File: src/rtl/uart_pkg.sv
// Shared types and constants for the UART receiver.
// UART_RX_PARITY_EN adds the PARITY state for 8E1 framing.
package uart_pkg;

    localparam int DATA_BITS            = 8;
    localparam int DEFAULT_CLKS_PER_BIT = 103;

    typedef enum logic [2:0] {
        ST_IDLE,
        ST_START,
        ST_DATA,
`ifdef UART_RX_PARITY_EN
        ST_PARITY,
`endif
        ST_STOP,
        ST_BREAK
    } rx_state_e;

endpackage

File: src/rtl/uart_rx_sync.sv
// Two-flop synchronizer for the asynchronous RX pin; presets to idle-high on RESET.
module uart_rx_sync (
    input  logic CLK,
    input  logic RESET,
    input  logic rx_i,
    output logic rx_s_o
);

    logic [1:0] sync_q;

    // NOTE: sequential state uses non-blocking assignments only, so every flop
    // samples the pre-edge value regardless of statement order.
    always_ff @(posedge CLK or posedge RESET) begin
        if (RESET) begin
            sync_q <= 2'b11;
        end else begin
            sync_q <= {sync_q[0], rx_i};
        end
    end

    assign rx_s_o = sync_q[1];

endmodule

File: src/rtl/uart_rx.sv
// 8N1 serial receiver with a one-entry valid/ready byte slot.
// Define UART_RX_PARITY_EN for 8E1 framing with even-parity checking.
module uart_rx
    import uart_pkg::*;
#(
    parameter int CLKS_PER_BIT = DEFAULT_CLKS_PER_BIT
) (
    input  logic                 CLK,
    input  logic                 RESET,
    input  logic                 RX,
    output logic [DATA_BITS-1:0] DATA,
    output logic                 VALID,
    input  logic                 READY,
    output logic                 BUSY,
    output logic                 FRAME_ERR,
    output logic                 OVERRUN
);

    localparam int HALF_BIT = CLKS_PER_BIT / 2;
    localparam int CW       = $clog2(CLKS_PER_BIT);
    localparam int IW       = $clog2(DATA_BITS);

    // The counter hits zero on the sample cycle, so loads are one less than the span.
    localparam logic [CW-1:0] HALF_LOAD = CW'(HALF_BIT - 1);
    localparam logic [CW-1:0] BIT_LOAD  = CW'(CLKS_PER_BIT - 1);
    localparam logic [IW-1:0] LAST_BIT  = IW'(DATA_BITS - 1);

    logic                 rx_s;
    logic                 rx_prev_q;
    rx_state_e            state_q;
    logic [CW-1:0]        cnt_q;
    logic [IW-1:0]        bit_idx_q;
    logic [DATA_BITS-1:0] shift_q;
    logic [DATA_BITS-1:0] shift_d;
    logic [DATA_BITS-1:0] data_q;
    logic                 valid_q;
    logic                 frame_err_q;
    logic                 overrun_q;
    logic                 stop_good;
    logic                 tick;
    logic                 rx_fall;
`ifdef UART_RX_PARITY_EN
    logic                 parity_err_q;
`endif

    uart_rx_sync u_sync (
        .CLK    (CLK),
        .RESET  (RESET),
        .rx_i   (RX),
        .rx_s_o (rx_s)
    );

    assign tick    = (cnt_q == '0);
    assign rx_fall = rx_prev_q & ~rx_s;

    // NOTE: give every always_comb output a value up front; a path that skips an
    // assignment would otherwise infer a latch.
    always_comb begin
        shift_d   = {rx_s, shift_q[DATA_BITS-1:1]};
        stop_good = rx_s;
`ifdef UART_RX_PARITY_EN
        stop_good = rx_s & ~parity_err_q;
`endif
    end

    // NOTE: the data register is reset along with control state so DATA reads 0x00
    // after RESET; it is a single register, not a memory array.
    always_ff @(posedge CLK or posedge RESET) begin
        if (RESET) begin
            rx_prev_q   <= 1'b1;
            state_q     <= ST_IDLE;
            cnt_q       <= '0;
            bit_idx_q   <= '0;
            shift_q     <= '0;
            data_q      <= '0;
            valid_q     <= 1'b0;
            frame_err_q <= 1'b0;
            overrun_q   <= 1'b0;
`ifdef UART_RX_PARITY_EN
            parity_err_q <= 1'b0;
`endif
        end else begin
            rx_prev_q   <= rx_s;
            frame_err_q <= 1'b0;
            overrun_q   <= 1'b0;

            if (valid_q && READY) begin
                valid_q <= 1'b0;
            end

            if (state_q != ST_IDLE && state_q != ST_BREAK) begin
                cnt_q <= tick ? BIT_LOAD : cnt_q - 1'b1;
            end

            case (state_q)
                ST_IDLE: begin
                    if (rx_fall) begin
                        state_q <= ST_START;
                        cnt_q   <= HALF_LOAD;
                    end
                end
                ST_START: begin
                    if (tick) begin
                        if (rx_s) begin
                            state_q <= ST_IDLE;
                        end else begin
                            state_q   <= ST_DATA;
                            bit_idx_q <= '0;
                        end
                    end
                end
                ST_DATA: begin
                    if (tick) begin
                        shift_q <= shift_d;
                        if (bit_idx_q == LAST_BIT) begin
`ifdef UART_RX_PARITY_EN
                            state_q <= ST_PARITY;
`else
                            state_q <= ST_STOP;
`endif
                        end else begin
                            bit_idx_q <= bit_idx_q + 1'b1;
                        end
                    end
                end
`ifdef UART_RX_PARITY_EN
                ST_PARITY: begin
                    if (tick) begin
                        parity_err_q <= (rx_s != ^shift_q);
                        state_q      <= ST_STOP;
                    end
                end
`endif
                ST_STOP: begin
                    if (tick) begin
                        if (!rx_s) begin
                            frame_err_q <= 1'b1;
                            state_q     <= ST_BREAK;
                        end else if (!stop_good) begin
                            frame_err_q <= 1'b1;
                            state_q     <= ST_IDLE;
                        end else begin
                            // Returning at mid-stop leaves half a bit to catch the next start edge.
                            state_q <= ST_IDLE;
                            if (!valid_q || READY) begin
                                data_q  <= shift_q;
                                valid_q <= 1'b1;
                            end else begin
                                overrun_q <= 1'b1;
                            end
                        end
                    end
                end
                ST_BREAK: begin
                    if (rx_s) begin
                        state_q <= ST_IDLE;
                    end
                end
                default: state_q <= ST_IDLE;
            endcase
        end
    end

    assign DATA      = data_q;
    assign VALID     = valid_q;
    assign BUSY      = (state_q != ST_IDLE);
    assign FRAME_ERR = frame_err_q;
    assign OVERRUN   = overrun_q;

endmodule
File: config.mk
export PLATFORM = sky130hd
export DESIGN_NAME = uart_rx
export DESIGN_NICKNAME = d
export VERILOG_FILES = /design/src/rtl/uart_pkg.sv /design/src/rtl/uart_rx_sync.sv /design/src/rtl/uart_rx.sv
export SDC_FILE = /design/constraint.sdc
export NUM_CORES = 1
export LEC_CHECK = 0
export ABC_CLOCK_PERIOD_IN_PS = 4140
export CORE_MARGIN = 4
export CORE_UTILIZATION = 29
export DETAILED_ROUTE_END_ITERATION = 10
export GPL_ROUTABILITY_DRIVEN = 1
export PLACE_DENSITY = 0.53
export RECOVER_POWER = 100
export SLEW_MARGIN = 20
export SYNTH_ARGS = -nofsm -noshare
export SYNTH_HDL_FRONTEND = slang
export SYNTH_SLANG_ARGS = --single-unit
File: constraint.sdc
create_clock -name CLK -period 4.14 [get_ports CLK]
set_input_delay 1.035 -clock CLK [delete_from_list [all_inputs] [get_ports CLK]]
set_output_delay 1.035 -clock CLK [all_outputs]
set_load 0.02 [all_outputs]
==> run metrics <==
status finished, violations left; violated checks max-capacitance violations, max-slew violations; layout cells sized above 1 a little under a fifth; aggregate global routing overflow 0; area of the die about 6700 um^2; Max FO, Critical Path 8; die width between 80 and 90 um; Final nets between 150 and 200; clock tree buffer depth 2; Post-Route WL 2.99 mm; Final period util 73.8%; PwrDens 481 nW/um^2; hold crit path type flop to flop; Synth Cell Area 1580 um^2; core footprint 5170 um^2; Die H 81.7 um; Starting Density 30.5%; Post-Route Setup TNS 0 ns; Final ANT Viol Nets 0; CTS Buf Count 5; Max Clk Rate about 0.33 GHz; syn_nets 136; crit path kind flop to flop; FFs w/ async S/R, synth 100%; syn avg cell area roughly 12 um^2; 1st-pass router iterations 4; # resized after CTS 0; Clk pin slew, worst setup/hold paths 0.07 ns; DR iter-0 viols 66; Post-Synthesis Cells 128; Worst Max-Slew Pin Slew between 1.5 and 2 ns; largest net degree at the start of global routing 36; initial antenna violation count 0; max_slew headroom -26.1%; antenna diode count 0; clock latency on the worst-skew pair 0.28 ns; EDFF count, synth 0; FP Rows 26; Tot GR Track Use between 10% and 20%; area grow syn2layout 16.7%; RSZ-0062 raised after global routing no; FF+latch area ~900 um^2; sequential fraction of the synthesis area 55.8%; area occupied by multi-input gates 616 um^2; Detail Placement HPWL roughly 2.1 mm; Post-CTS Setup Inserts 0; maximum vdd drop between 100 and 150 uV; Slew Viols, Final 36; Port-buffer cells 15; fin util 35.6%; Ports 16; LEAKAGE between 0.0008 and 0.0009 uW; CTS Hold Bufs 0; Remaining DRCs 0; Hold Crit Depth 0; Synth Register Bits 35; H-tree levels 2; Setup crit end kind flop; crit path time final slightly above 3 ns; crit start category flop; Critical Path RT about 4.3 ns; root buf cell clkbuf_8; FF-to-FF path depth 6; Final Hold Viols 0; synth unique cells 37; Critical Path AT approximately 3.2 ns; max_cap viols 1; FILL cells 521; routed vias/inst 4.63; final weighted congestion in routability-driven placement 0.807; routed len/inst 13.8 um; CTS tree done; dominant synthesized flop cell dfrtp_1; Setup Viol. Count Final 0; Clock Sinks 35; Vias 1005; first-pass GRT wire length 5.28 mm; vias in the first global route 1135; Clock Skews 0.00706 ns; Syn. warnings 0
==> critical path, cell delays in order (launching register included) <==
cell and delay (ns):
dfrtp_1 0.42, inv_1 0.09, ha_1 0.18, nor4b_1 0.86
nand4_1 0.31, nor2b_1 0.67, mux2_2 0.41
==> area by class of cell <==
| class | count | share of cell area, % |
|---|---|---|
| clock buffer | 7 | 4.69 |
| clock inverter | 1 | 0.272 |
| inverter | 3 | 0.612 |
| multi-input combinational | 85 | 33.5 |
| sequential | 35 | 47.8 |
| tap | 70 | 4.76 |
| timing repair buffer | 16 | 8.37 |
==> path summary, 6_finish.rpt <==
kind,start,endpoint,slack (ns)
setup / recovery,cnt_q[0],DATA[4],1.08
hold / removal,u_sync.sync_q[0],u_sync.sync_q[1],0.36
setup reg to reg,cnt_q[0],DATA[4],1.08
hold reg to reg,u_sync.sync_q[0],u_sync.sync_q[1],0.36
max in group asynchronous,RESET,cnt_q[0],1.19
min in group asynchronous,RESET,shift_q[5],1.86
==> through the flow <==
step	cells	hold slack [ns]	setup slack (ns)	total power, uW	area (um^2)
after CTS	217	0.360	1.39	919	1880
final	217	0.363	1.08	885	1840
after global placement	209	0.347	1.40	652	1790
after floorplan	128	0.345	2.18	612	1580
after detailed placement	209	0.349	1.35	661	1790
after global routing	217	0.367	0.733	948	1840
==> where the power goes <==
group | switching [uW] | internal [uW] | leakage, uW | total, uW
sequential | 57.5 | 387 | 0.000456 | 445
combinational | 107 | 84.3 | 0.000388 | 191
clock | 116 | 134 | 0.0000482 | 250
==> cell usage in the layout, fill, tap and decap left out, types with 2 or more instances in the layout <==
master and n:
nor3_1 2, inv_1 3, dfrtp_1 32, mux2_1 2
clkbuf_8 6, nand2_1 7, clkbuf_1 2, or3_1 2
nor4_1 2, o21ai_0 2, and3_1 4, a211oi_1 2
nand3_1 6, nor2b_1 2, dfstp_2 2, a21oi_1 4
dlygate4sd3_1 14, ha_1 4, nor2_1 12, nor3b_1 2
mux2_2 16, o211ai_1 2
==> routing by layer <==
| layer | vias to the layer above | GRT usage (%) | share of wire, % |
|---|---|---|---|
| met5 | - | 0 | 0 |
| met4 | 0 | 3.99 | 0.77 |
| met3 | 3 | 4.06 | 5.3 |
| met2 | 16 | 17.2 | 50 |
| met1 | 501 | 12.4 | 44 |
| li1 | 485 | - | - |
==> kinds of logic (layout without fill, tap and decap cells) <==
family	after synthesis	in the layout	synth area share, %
DFF	35	35	55.8
AOI/OAI and AO/OA	13	13	5.32
buffers and inverters	8	27	2.54
muxes	20	20	14.9
adders and majority gates	4	4	3.17
xor gates and xnor gates	2	2	1.11
and+or+nand+nor	46	46	17.1
==> synth_stat cells (all sizes together) (2+ instances only) <==
cell type  number  share of area (%)
o21ai           2               0.63
a21oi           4                1.3
nand2           8                2.1
a211oi          2               0.95
dfrtp          32                 51
buf             4                1.6
nor2           12                2.9
nand3           6                2.7
mux2           19                 14
or3             2                1.1
nor3b           2               0.95
dfstp           3                5.0
inv             3               0.71
ha              4                3.2
nor4            2               0.79
and3            4                1.6
nor2b           2               0.79
nor3            2               0.63
o211ai          2               0.95
==> state kept, by name (all words and copies together), names as in the netlist <==
register and count:
rx_prev_q 1, shift_q 8, DATA 8, state_q 3, cnt_q 7, VALID 1, bit_idx_q 3, FRAME_ERR 1
u_sync.sync_q 2, OVERRUN 1
Note: power is estimated with default switching activity, not from simulation.
